File: src/rtl/hex_page_selector_if.sv
// Bus bundle between the debug-word source/button inputs and the page selector.
// The master side drives capture and control; the slave side returns the display value.
interface hex_page_selector_if;
    logic [31:0] data_in;
    logic        data_valid;
    logic        freeze;
    logic        btn_raw;
    logic        auto_en;
    logic [15:0] hex_val;
    logic        page_hi;
    logic [3:0]  dp_mask;
    logic        btn_press;

    modport master (
        output data_in, data_valid, freeze, btn_raw, auto_en,
        input  hex_val, page_hi, dp_mask, btn_press
    );

    modport slave (
        input  data_in, data_valid, freeze, btn_raw, auto_en,
        output hex_val, page_hi, dp_mask, btn_press
    );
endinterface

File: src/rtl/hex_page_selector.sv
// Shadows a 32-bit debug word and presents one 16-bit page to the hex display driver.
// Pages flip on a debounced button press or on an optional auto-cycle timer.
module hex_page_selector #(
    parameter int DEBOUNCE_CYCLES = 1_000_000,
    parameter int AUTO_CYCLES     = 100_000_000
) (
    input logic             clk,
    input logic             reset,
    hex_page_selector_if.slave bus
);
    localparam int DB_W   = $clog2(DEBOUNCE_CYCLES) + 1;
    localparam int AUTO_W = $clog2(AUTO_CYCLES) + 1;
    localparam logic [DB_W-1:0]   DB_LAST   = DB_W'(DEBOUNCE_CYCLES - 1);
    localparam logic [AUTO_W-1:0] AUTO_LAST = AUTO_W'(AUTO_CYCLES - 1);

    typedef enum logic {LO, HI} page_t;

    logic              btn_s1;
    logic              btn_s2;
    logic              btn_db;
    logic              btn_db_d;
    logic [DB_W-1:0]   db_cnt;
    logic              press;
    logic [AUTO_W-1:0] auto_cnt;
    logic              timeout;
    logic              toggle;
    page_t             page;
    logic [31:0]       shadow;
    logic [15:0]       hex_reg;
    logic [3:0]        dp_reg;

    assign timeout = bus.auto_en && (auto_cnt == AUTO_LAST);
    // A press and a timeout landing together still give only one flip.
    assign toggle  = press || timeout;

    // Button path: synchronizer, debouncer, rising-edge pulse
    always_ff @(posedge clk) begin
        if (reset) begin
            btn_s1   <= 1'b0;
            btn_s2   <= 1'b0;
            btn_db   <= 1'b0;
            btn_db_d <= 1'b0;
            db_cnt   <= '0;
            press    <= 1'b0;
        end else begin
            btn_s1   <= bus.btn_raw;
            btn_s2   <= btn_s1;
            btn_db_d <= btn_db;
            press    <= btn_db && !btn_db_d;
            if (btn_s2 == btn_db) begin
                db_cnt <= '0;
            end else if (db_cnt == DB_LAST) begin
                btn_db <= btn_s2;
                db_cnt <= '0;
            end else begin
                db_cnt <= db_cnt + 1'b1;
            end
        end
    end

    // Page state and auto timer
    always_ff @(posedge clk) begin
        if (reset) begin
            page     <= LO;
            auto_cnt <= '0;
        end else begin
            if (!bus.auto_en || toggle) auto_cnt <= '0;
            else                        auto_cnt <= auto_cnt + 1'b1;
            if (toggle) page <= (page == LO) ? HI : LO;
        end
    end

    // Capture into shadow, then register the selected page for the display
    always_ff @(posedge clk) begin
        if (reset) begin
            shadow  <= '0;
            hex_reg <= '0;
            dp_reg  <= '0;
        end else begin
            if (bus.data_valid && !bus.freeze) shadow <= bus.data_in;
            hex_reg <= (page == HI) ? shadow[31:16] : shadow[15:0];
            dp_reg  <= (page == HI) ? 4'b1000 : 4'b0000;
        end
    end

    assign bus.hex_val   = hex_reg;
    assign bus.page_hi   = (page == HI);
    assign bus.dp_mask   = dp_reg;
    assign bus.btn_press = press;
endmodule

File: src/flat_wrapper.sv
// flat-port wrapper written by rule: the top's interface ports become plain ports
module hex_page_selector_flat 
#(
    parameter int DEBOUNCE_CYCLES = 1_000_000,
    parameter int AUTO_CYCLES     = 100_000_000
)
  (clk, reset, bus_data_in, bus_data_valid, bus_freeze, bus_btn_raw, bus_auto_en, bus_hex_val, bus_page_hi, bus_dp_mask, bus_btn_press);
  hex_page_selector_if bus_i ();
  input logic clk;
  input logic reset;
  input wire logic [$bits(bus_i.data_in)-1:0] bus_data_in;
  input wire logic [$bits(bus_i.data_valid)-1:0] bus_data_valid;
  input wire logic [$bits(bus_i.freeze)-1:0] bus_freeze;
  input wire logic [$bits(bus_i.btn_raw)-1:0] bus_btn_raw;
  input wire logic [$bits(bus_i.auto_en)-1:0] bus_auto_en;
  output wire logic [$bits(bus_i.hex_val)-1:0] bus_hex_val;
  output wire logic [$bits(bus_i.page_hi)-1:0] bus_page_hi;
  output wire logic [$bits(bus_i.dp_mask)-1:0] bus_dp_mask;
  output wire logic [$bits(bus_i.btn_press)-1:0] bus_btn_press;
  assign bus_i.data_in = bus_data_in;
  assign bus_i.data_valid = bus_data_valid;
  assign bus_i.freeze = bus_freeze;
  assign bus_i.btn_raw = bus_btn_raw;
  assign bus_i.auto_en = bus_auto_en;
  assign bus_hex_val = bus_i.hex_val;
  assign bus_page_hi = bus_i.page_hi;
  assign bus_dp_mask = bus_i.dp_mask;
  assign bus_btn_press = bus_i.btn_press;
  hex_page_selector #(.DEBOUNCE_CYCLES(DEBOUNCE_CYCLES), .AUTO_CYCLES(AUTO_CYCLES)) u_core (.clk(clk), .reset(reset), .bus(bus_i));
endmodule
File: config.mk
export PLATFORM = sky130hd
export DESIGN_NAME = hex_page_selector_flat
export DESIGN_NICKNAME = d
export VERILOG_FILES = /design/src/rtl/hex_page_selector_if.sv /design/src/rtl/hex_page_selector.sv /design/src/flat_wrapper.sv
export SDC_FILE = /design/constraint.sdc
export NUM_CORES = 1
export LEC_CHECK = 0
export ABC_AREA = 0
export CORE_MARGIN = 8
export CORE_UTILIZATION = 30
export DETAILED_ROUTE_END_ITERATION = 7
export SLEW_MARGIN = 15
export SYNTH_ARGS = -nofsm -noshare
export SYNTH_HDL_FRONTEND = slang
export SYNTH_SLANG_ARGS = --single-unit
File: constraint.sdc
create_clock -name clk -period 2.2 [get_ports clk]
set_input_delay 0.44 -clock clk [delete_from_list [all_inputs] [get_ports clk]]
set_output_delay 0.44 -clock clk [all_outputs]
set_load 0.01 [all_outputs]
==> run metrics <==
nets@finish 580; Initial Util 30.51%; critical path type flop to flop; syn avg cell area 8.592 µm²; Tcrit/Tclk final 92.03%; via count of the first global-routing pass 3398; FP Rows 43; die width 134.3 µm; most frequent cell after synthesis dfxtp_1; Rel. slew slack 66.00%; switching part of the total power 22.43%; Worst Slack Setup Final 0.1752 ns; largest net degree at the start of global routing 51; Post-DP HPWL 6666 µm; combinational share of power 5.1%; CP max FO 17; fraction of layout cells with a size suffix above 1 5.505%; Setup TNS 0 ns; commonest cells in the synthesized netlist dfxtp_1, nand2_1, a21oi_1; sequential area share after synthesis 49.55%; grt ovf 0; top-area cell type share of the netlist area 49.55%; largest cells by area after synthesis dfxtp_1, nand2_1, a21oi_1, nor2_1, mux2i_1; clock network power share 43.5%; Crit. End Element flop; Layout area overhead 24.87%; hold depth 1; Final Cell Area 5246 µm²; DR pass1 iterations 4; R2R Path Start u_core.auto_cnt[8]; Post-synth EDFFs 0; I/O pin count 60; Peak VDD IR 0.5633 mV; Syn Inst Count 489; die area 18050 µm²; register area 2082 µm²; buffer depth of the longest clock path 2; clock latency on the worst-skew pair 0.35 ns; crit path buf inv count 1; Max Slew Vio Count 0; post_cts resized 0; Die Y-Extent 134.3 µm; Post-CTS Setup Repair Bufs 0; Critical Path, Cell by Cell nand3_2 -> or4_1 -> buf_4 -> or4_1 -> a21oi_1; Tmin final 2.025 ns; # diodes 0; delay-heaviest family, CP simple AND/OR/NAND/NOR gates; # fillers 1480; Power Internal 2.927 mW; WL final 9451 µm; Worst Tran Pin Value 0.5099 ns; slowest CP cell or4_1; Clk pin slew, worst setup/hold paths 0.07 ns; hold_buf cts 0; Vias per Instance 4.836; WL/cell 13.04 µm; Hold Crit Start u_core.btn_db_d; area taken by multi-input logic gates 1962 µm²; Final Setup Violations 0; Worst Skew 0.006310 ns; cell count of the worst reg-to-reg path 5; Core Region 13770 µm²; Arrival @ worst endpoint 2.30 ns; TritonCTS clock tree done; initial antenna violation count 0; root buf cell clkbuf_16; capturing point of the worst reg2reg path u_core.auto_cnt[23]; status finished clean; first-pass GRT wire length 16190 µm; IO Port Bufs 56; Net Switching 846.5 µW; r2r setup slk 0.18 ns; WP data required 2.48 ns; Fin. Hold Viols 0; PD cells 719.2 nW/µm²; # DRC 0; Placer Congestion 0.7609; Synth Warn # 0; Worst setup SP type flop; #FFs+latches synth 104; CTS buffer count 9; Seq pwr share 51.4%; initial drt markers 207; Critical Path Most Common Cell or4_1; Async S/R FF share, synth 0%; Hold Crit Class flop to flop; Synth area leader dfxtp_1; Max Freq 0.4939 GHz; DP Worst Slack 0.1850 ns; Synth Cell Area 4202 µm²; RSZ-0062 raised after global routing no; antenna viol nets, final 0; Yosys cell types 35; Via Count 3506; CTS sink count 104; DP Area 4941 µm²; Crit path largest cell delay 0.51 ns; H-Tree Depth 3; P_leak 1.671 nW; Hold Crit Endpoint u_core.bus.btn_press; Max-cap violations 0; Synth Flop Type dfxtp_1; GR Util All Layers 10.98%
registers in the layout, indices dropped and copies added, names as in the netlist:
| signal | count |
|---|---|
| u_core.auto_cnt | 28 |
| u_core.btn_db | 1 |
| u_core.btn_db_d | 1 |
| u_core.btn_s1 | 1 |
| u_core.btn_s2 | 1 |
| u_core.bus.btn_press | 1 |
| u_core.bus.dp_mask | 1 |
| u_core.bus.hex_val | 16 |
| u_core.bus.page_hi | 1 |
| u_core.db_cnt | 21 |
| u_core.shadow | 32 |
worst max path at each step:
stage	from	depth (start not counted)	end
global placement	bus_auto_en	6	u_core.auto_cnt[7]
floorplan	u_core.auto_cnt[0]	7	u_core.auto_cnt[10]
global route	u_core.auto_cnt[9]	5	u_core.auto_cnt[23]
CTS	u_core.auto_cnt[8]	5	u_core.auto_cnt[23]
detailed placement	u_core.auto_cnt[8]	5	u_core.auto_cnt[23]
finish	u_core.auto_cnt[8]	5	u_core.auto_cnt[23]
layout make-up:
type | count | share of cell area, %
clock buffer | 10 | 4.364
clock inverter | 6 | 1.455
inverter | 9 | 0.6439
multi-input combinational | 349 | 37.40
sequential | 104 | 39.69
tap | 180 | 4.293
timing repair buffer | 67 | 12.16
power groups by stage:
| stage | Sequential, mW | Combinational (mW) | Clock (mW) |
|---|---|---|---|
| 2_1_floorplan | 1.98 | 0.0895 | 0 |
| 3_3_place_gp | 1.98 | 0.194 | 0 |
| 3_5_place_dp | 1.98 | 0.196 | 0 |
| 6_report | 1.94 | 0.193 | 1.64 |
| 4_1_cts | 1.94 | 0.197 | 1.69 |
| 5_1_grt | 1.94 | 0.215 | 1.78 |
kinds of logic after synthesis:
group                    count (synthesis)  synth area share, %
AND/OR/NAND/NOR                        223                25.91
flip-flops                             104                49.55
AO/OA/AOI/OAI                           78                10.30
buffers and inverters                   38                3.990
XOR/XNOR                                24                5.003
multiplexers                            19                4.556
adder cells (fa/ha/maj)                  2               0.5955
other                                    1              0.08925
per-layer routing:
| metal | vias to the layer above | global-route usage [%] | routed length, µm |
|---|---|---|---|
| li1 | 1793 | - | - |
| met1 | 1622 | 12.62 | 4265 |
| met2 | 82 | 16.78 | 4221 |
| met3 | 9 | 6.283 | 848 |
| met4 | 0 | 3.556 | 115 |
| met5 | - | 0 | 0 |
worst register-to-register path, cell delays in order, from the launching register on:
cell	delay, ns
dfxtp_1	0.43
nand3_2	0.15
or4_1	0.52
buf_4	0.20
or4_1	0.51
a21oi_1	0.16
stage by stage:
step                      instances  total power, mW  hold slack [ns]  util, %
after floorplan                 491            2.072           0.3682        -
after global placement          709            2.174           0.3735    35.87
after detailed placement        709            2.179           0.3767    35.87
after CTS                       725            3.829           0.3868    38.09
after global routing            725            3.935           0.3964    38.09
final                           725            3.773           0.3848    38.09
layout by cell type, fill, tap and decap left out, types with 3 or more instances in the layout:
cell type and instances:
nor3_1 4, xor2_1 11, and3_1 5, nor2_1 49
or3_1 7, buf_4 11, conb_1 3, mux2i_1 18
nand3_1 21, o21ai_1 7, clkdlybuf4s50_1 55, a21oi_1 53
nor4_1 6, or4_1 16, nor2b_1 3, dfxtp_1 104
nand4_1 14, clkbuf_16 9, and4_1 4, o31ai_1 14
inv_1 9, xnor2_1 13, nand2_1 82
Note: power is estimated with default switching activity, not from simulation.
